[src/rtl/seg7_pkg.sv]
// Shared constants and types for the 7-segment scan controller.
// Holds the blank glyph, the blank nibble and the scan FSM state type.
package seg7_pkg;

    localparam logic [6:0] SEG_OFF   = 7'b1111111;
    localparam logic [3:0] NIB_BLANK = 4'hF;

    typedef enum logic {
        ST_BLANK = 1'b0,
        ST_DRIVE = 1'b1
    } state_e;

endpackage

[src/rtl/bcd_to_7seg.sv]
// BCD to active-low 7-segment decoder, segments A (MSB) .. G (LSB).
// Ports: nib_i = BCD nibble; seg_o = glyph, all off for 0xA..0xF.
module bcd_to_7seg
    import seg7_pkg::*;
(
    input  logic [3:0] nib_i,
    output logic [6:0] seg_o
);

    always_comb begin
        seg_o = SEG_OFF;
        unique case (nib_i)
            4'h0:    seg_o = 7'b0000001;
            4'h1:    seg_o = 7'b1001111;
            4'h2:    seg_o = 7'b0010010;
            4'h3:    seg_o = 7'b0000110;
            4'h4:    seg_o = 7'b1001100;
            4'h5:    seg_o = 7'b0100100;
            4'h6:    seg_o = 7'b0100000;
            4'h7:    seg_o = 7'b0001111;
            4'h8:    seg_o = 7'b0000000;
            4'h9:    seg_o = 7'b0000100;
            default: seg_o = SEG_OFF;
        endcase
    end

endmodule

[src/rtl/seg7_scan_controller.sv]
// Multiplexed common-anode 7-segment scanner with a double-buffered word.
// Ports: clk/rst_n, load_valid/load_ready/load_data handshake, blank_lz,
// an (active-low anodes), seg (active-low A..G), frame_done pulse.
module seg7_scan_controller
    import seg7_pkg::*;
#(
    parameter int DIGITS   = 4,
    parameter int PRESCALE = 50000,
    parameter int GUARD    = 64
) (
    input  logic                  clk,
    input  logic                  rst_n,
    input  logic                  load_valid,
    output logic                  load_ready,
    input  logic [4*DIGITS-1:0]   load_data,
    input  logic                  blank_lz,
    output logic [DIGITS-1:0]     an,
    output logic [6:0]            seg,
    output logic                  frame_done
);

    localparam int CNT_MAX = (PRESCALE > GUARD) ? PRESCALE : GUARD;
    localparam int CNT_W   = $clog2(CNT_MAX);
    localparam int IDX_W   = (DIGITS > 1) ? $clog2(DIGITS) : 1;

    state_e                 state_q, state_d;
    logic [IDX_W-1:0]       idx_q, idx_d;
    logic [CNT_W-1:0]       cnt_q, cnt_d;
    logic [DIGITS-1:0][3:0] disp_q, disp_d;
    logic [DIGITS-1:0][3:0] pend_q, pend_d;
    logic                   pend_full_q, pend_full_d;
    logic [DIGITS-1:0]      an_q, an_d;
    logic [6:0]             seg_q, seg_d;
    logic                   fd_q, fd_d;

    logic                   accept;
    logic                   wrap;
    logic                   lz_blank;
    logic [3:0]             nib;
    logic [6:0]             glyph;

    assign nib = disp_q[idx_q];

    bcd_to_7seg u_dec (
        .nib_i (nib),
        .seg_o (glyph)
    );

    // Blank when this digit and all more-significant digits are zero.
    always_comb begin
        lz_blank = blank_lz && (idx_q != '0);
        for (int j = 0; j < DIGITS; j++) begin
            if (j >= int'(idx_q) && disp_q[j] != 4'h0) begin
                lz_blank = 1'b0;
            end
        end
    end

    always_comb begin
        state_d     = state_q;
        idx_d       = idx_q;
        cnt_d       = cnt_q;
        disp_d      = disp_q;
        pend_d      = pend_q;
        pend_full_d = pend_full_q;
        wrap        = 1'b0;
        accept      = load_valid && !pend_full_q;

        if (accept) begin
            pend_d      = load_data;
            pend_full_d = 1'b1;
        end

        unique case (state_q)
            ST_BLANK: begin
                if (cnt_q == CNT_W'(GUARD - 1)) begin
                    state_d = ST_DRIVE;
                    cnt_d   = '0;
                end else begin
                    cnt_d = cnt_q + CNT_W'(1);
                end
            end
            ST_DRIVE: begin
                if (cnt_q == CNT_W'(PRESCALE - 1)) begin
                    state_d = ST_BLANK;
                    cnt_d   = '0;
                    if (idx_q == IDX_W'(DIGITS - 1)) begin
                        idx_d = '0;
                        wrap  = 1'b1;
                        // An accept can never coincide with this swap:
                        // accept needs the shadow to be empty.
                        if (pend_full_q) begin
                            disp_d      = pend_q;
                            pend_full_d = 1'b0;
                        end
                    end else begin
                        idx_d = idx_q + IDX_W'(1);
                    end
                end else begin
                    cnt_d = cnt_q + CNT_W'(1);
                end
            end
            default: state_d = ST_BLANK;
        endcase

        // idx and disp only move on DRIVE exit, so the current
        // values already describe the digit about to be driven.
        fd_d  = wrap;
        an_d  = '1;
        seg_d = SEG_OFF;
        if (state_d == ST_DRIVE) begin
            an_d[idx_q] = 1'b0;
            seg_d       = lz_blank ? SEG_OFF : glyph;
        end
    end

    always_ff @(posedge clk or negedge rst_n) begin
        if (!rst_n) begin
            state_q     <= ST_BLANK;
            idx_q       <= '0;
            cnt_q       <= '0;
            disp_q      <= {DIGITS{NIB_BLANK}};
            pend_q      <= '0;
            pend_full_q <= 1'b0;
            an_q        <= '1;
            seg_q       <= SEG_OFF;
            fd_q        <= 1'b0;
        end else begin
            state_q     <= state_d;
            idx_q       <= idx_d;
            cnt_q       <= cnt_d;
            disp_q      <= disp_d;
            pend_q      <= pend_d;
            pend_full_q <= pend_full_d;
            an_q        <= an_d;
            seg_q       <= seg_d;
            fd_q        <= fd_d;
        end
    end

    assign load_ready = !pend_full_q;
    assign an         = an_q;
    assign seg        = seg_q;
    assign frame_done = fd_q;

endmodule

[config.mk]
export PLATFORM = sky130hd
export DESIGN_NAME = seg7_scan_controller
export DESIGN_NICKNAME = d
export VERILOG_FILES = /design/src/rtl/seg7_pkg.sv /design/src/rtl/bcd_to_7seg.sv /design/src/rtl/seg7_scan_controller.sv
export SDC_FILE = /design/constraint.sdc
export NUM_CORES = 1
export LEC_CHECK = 0
export ABC_AREA = 1
export ABC_CLOCK_PERIOD_IN_PS = 2200
export BUFFER_PORTS_ARGS = -buffer_cell sky130_fd_sc_hd__buf_2
export CORE_AREA = 2 2 89 91
export CTS_BUF_LIST = sky130_fd_sc_hd__clkbuf_16
export DETAILED_ROUTE_END_ITERATION = 10
export DIE_AREA = 0 0 91 93
export PLACE_DENSITY = 0.73
export SLEW_MARGIN = 20
export SYNTH_ARGS = -nofsm -noshare
export SYNTH_HDL_FRONTEND = slang
export SYNTH_HIERARCHICAL = 1
export SYNTH_SLANG_ARGS = --single-unit
[constraint.sdc]
create_clock -name clk -period 2.2 [get_ports clk]
set_input_delay 0.11 -clock clk [delete_from_list [all_inputs] [get_ports clk]]
set_output_delay 0.11 -clock clk [all_outputs]
set_load 0.03 [all_outputs]
==> flow_summary.toml <==
[yosys]
synth_cells = 379
synth_xor_xnor_area_share_pct = 2.388
synthSimpleGateAreaFrac_pct = 28.77
synth_warnings = 6
synth-edff-count = 0
ys_types = 28
syn_nets = 409
synth_fa_ha_area_share_pct = 3.791
muxShareOfSynthArea_pct = 5.459
ys_seq_area_share_pct = 49.55
synthFlopType = "dfrtp_1"
ys_async_sr_fraction_pct = 100.0
synth_compound_area_share_pct = 3.071
synth-seq-cells = 64
synth_top_family_by_area = "simple AND/OR/NAND/NOR gates"
synth_area_mm2 = 0.003301
avgSynthCellArea_um2 = 8.709

[floorplan]
core_area_mm2 = 0.007527
start_util_pct = 43.85
ios = 33
die_h_um = 93
die_w_um = 91
die_area_mm2 = 0.008463
rows = 32

[timing]
fin_skew_ps = 4.687
hold_ws_ps = 12.87
slew_viol_final = 0
max-slew-margin-rel_pct = 63.03
worst_pin_slew_ps = 554.5
min_period_over_period_pct = 84.53
tns_ps = 0
fin_ws_ps = 340.4
fin_crit_ps = 1860
setup_viol = 0
hold_viol = 0
fmax_mhz = 537.8
rsz0062_at_grt = "false"

[routing]
drt_drc_violations_left = 0
antenna_left = 0
drt_first_pass_iters = 4
postRouteWirelength_mm = 6.433
wire_per_inst_um = 12.25
num_vias = 2553
avgViaCountPerCell = 4.863
drtIter0Drc = 197

[worst_setup_path]
rr_startpoint = "idx_q[0]$_DFFE_PN0P_"
cp_max_fo = 13
startpoint = "idx_q[0]$_DFFE_PN0P_"
cp-end-kind = "register"
worstPathArrival_ps = 2120
reg2regPathDepth = 10
critPathKind = "reg -> reg"
crit_path_start_kind = "register"
critPathRequiredTime_ps = 2460

[cts]
insertion_delay_ps = 320
postCtsSetupBuffers = 0
clock-root-buffer = "clkbuf_16"
cts_buffer_depth = 2
cts_made_buffers = 9
htree_levels = 3
tritoncts = "built"
cts.clk_slew.worst_paths_ps = 50
clock-sinks = 64

[run]
cap_viol_max_count = 0

[grt]
grt_max_degree = 65
grt_overflow_total = 0
grt_pass1_wl_mm = 11.42
grt_usage_pct = 16.78
grt_pass1_vias = 2447
antenna_found_initial = 0

[final_layout]
stdcell_area_mm2 = 0.003913
diodes = 0
nets = 448
drive_gt1_share_pct = 27.90
area_growth_pct = 18.54

[placed_design]
place_congestion = 0.8767
dp_slack_ps = 167.5
place.port_buffers = 32
dp_hpwl_mm = 4.528
placed_area_mm2 = 0.003551

[min_path]
hp-start = "load_data[7]"
hold_path_class = "in -> reg"
holdPathStages = 2

[run_status]
status = "finished, final reports clean"

[power]
power_density_mw_per_mm2 = 687.9
p_leak_uw = 0.001948
vdd_drop_max_mv = 0.3985
p_total_uw = 2691
[layout make-up]
class	instances	area (µm²)
Sequential cell	64	1637
Clock buffer	9	225.2
Tap cell	102	127.6
Inverter	44	168.9
Multi-Input combinational cell	262	1448
Clock inverter	7	88.84
Timing Repair Buffer	37	217.7
Fill cell	715	3615
[metal layers]
layer	track usage [%]	wire length [µm]	vias to the layer above
li1	-	-	1292
met1	22.55	3072	1197
met2	26.54	2983	54
met3	3.384	280	10
met4	7.197	96	0
met5	0	0	-
[cell usage after synthesis, types with 4 or more instances]
| library cell | number | area share, % |
|---|---|---|
| nand4_1 | 19 | 3.6 |
| mux2_2 | 12 | 4.1 |
| ha_1 | 10 | 3.8 |
| dfrtp_1 | 37 | 28 |
| inv_2 | 9 | 1.0 |
| nand3_1 | 28 | 4.2 |
| nand2_1 | 93 | 11 |
| nor2_1 | 51 | 5.8 |
| o21ai_0 | 10 | 1.5 |
| buf_2 | 4 | 0.61 |
| nor2_2 | 4 | 0.76 |
| o22ai_1 | 4 | 0.76 |
| dfstp_2 | 27 | 21 |
| xor2_1 | 9 | 2.4 |
| inv_1 | 33 | 3.8 |
| mux2_1 | 4 | 1.4 |
| nand2_2 | 9 | 1.7 |
[power by group]
part	leakage (µW)	total (µW)	internal (µW)	switching (µW)
combinational	0.00101	46.5	19.2	27.2
sequential	0.000776	1180	1180	0
clock	0.000158	1460	981	483
[layout by cell type, fill, tap and decap left out]
cell,Yosys,layout
o22ai_2,0,2
clkbuf_16,0,9
dfrtp_1,37,36
o22ai_1,4,2
xor2_1,9,9
nand3_1,28,28
inv_1,33,35
nor2_8,1,1
inv_2,9,9
nand2_2,9,9
buf_2,4,32
nand4_4,1,1
nor2_4,2,2
nand4_1,19,19
dfrtp_2,0,1
mux2_2,12,12
a21o_1,1,1
mux2_1,4,4
nand2_1,93,93
o21ai_1,2,2
clkinvlp_4,0,2
dlygate4sd3_1,0,3
clkinv_1,2,1
nor3_1,1,1
ha_1,10,10
nor2_2,4,4
nor2_1,51,51
clkinv_2,0,1
buf_4,1,1
clkinv_4,0,1
bufinv_16,0,2
dfstp_2,27,27
buf_12,0,1
o21ai_2,1,1
o21ai_0,10,10
[repair_timing]
action	in CTS	in global routing
hold endpoints to repair	39	0
hold buffers	3	0
setup endpoints to repair	0	6
resized for setup	0	4
[final timing paths]
kind                                    endpoint  slack [ps]
min                        pend_q[7]$_DFFE_PN0P_          10
min in group asynchronous    cnt_q[12]$_DFF_PN0_         320
max in group asynchronous  disp_q[6]$_DFFE_PN1P_        1550
min reg2reg                   cnt_q[0]$_DFF_PN0_         460
max reg2reg                     seg[3]$_DFF_PN1_         340
max                             seg[3]$_DFF_PN1_         340
[state kept, by name, indices dropped and copies added, names as in the netlist, 2 cells and up]
| name | flops |
|---|---|
| seg | 7 |
| an | 4 |
| cnt_q | 16 |
| idx_q | 2 |
| disp_q | 16 |
| pend_q | 16 |
[cell families after synthesis]
logic type,Yosys count
AND/OR/NAND/NOR,209
AO/OA/AOI/OAI,18
XOR/XNOR,9
adder cells (fa/ha/maj),10
multiplexers,16
flip-flops,64
buffers and inverters,53
[through the flow]
| stage | cells | utilization (%) |
|---|---|---|
| 4_1_cts | 525 | 51.75 |
| 2_1_floorplan | 379 | - |
| 5_1_grt | 525 | 51.98 |
| 3_5_place_dp | 506 | 47.17 |
| 6_report | 525 | 51.98 |
| 3_3_place_gp | 506 | 47.17 |
[worst max-delay path: stages, from the launching register on]
cell	delay, ps
dfrtp_2	490
clkinvlp_4	220
o21ai_0	240
o22ai_2	120
inv_1	140
ha_1	250
nand2_1	90
nand3_1	80
nand2_1	60
inv_1	40
nand3_1	70
No activity file was read; power rests on OpenSTA's default activity.
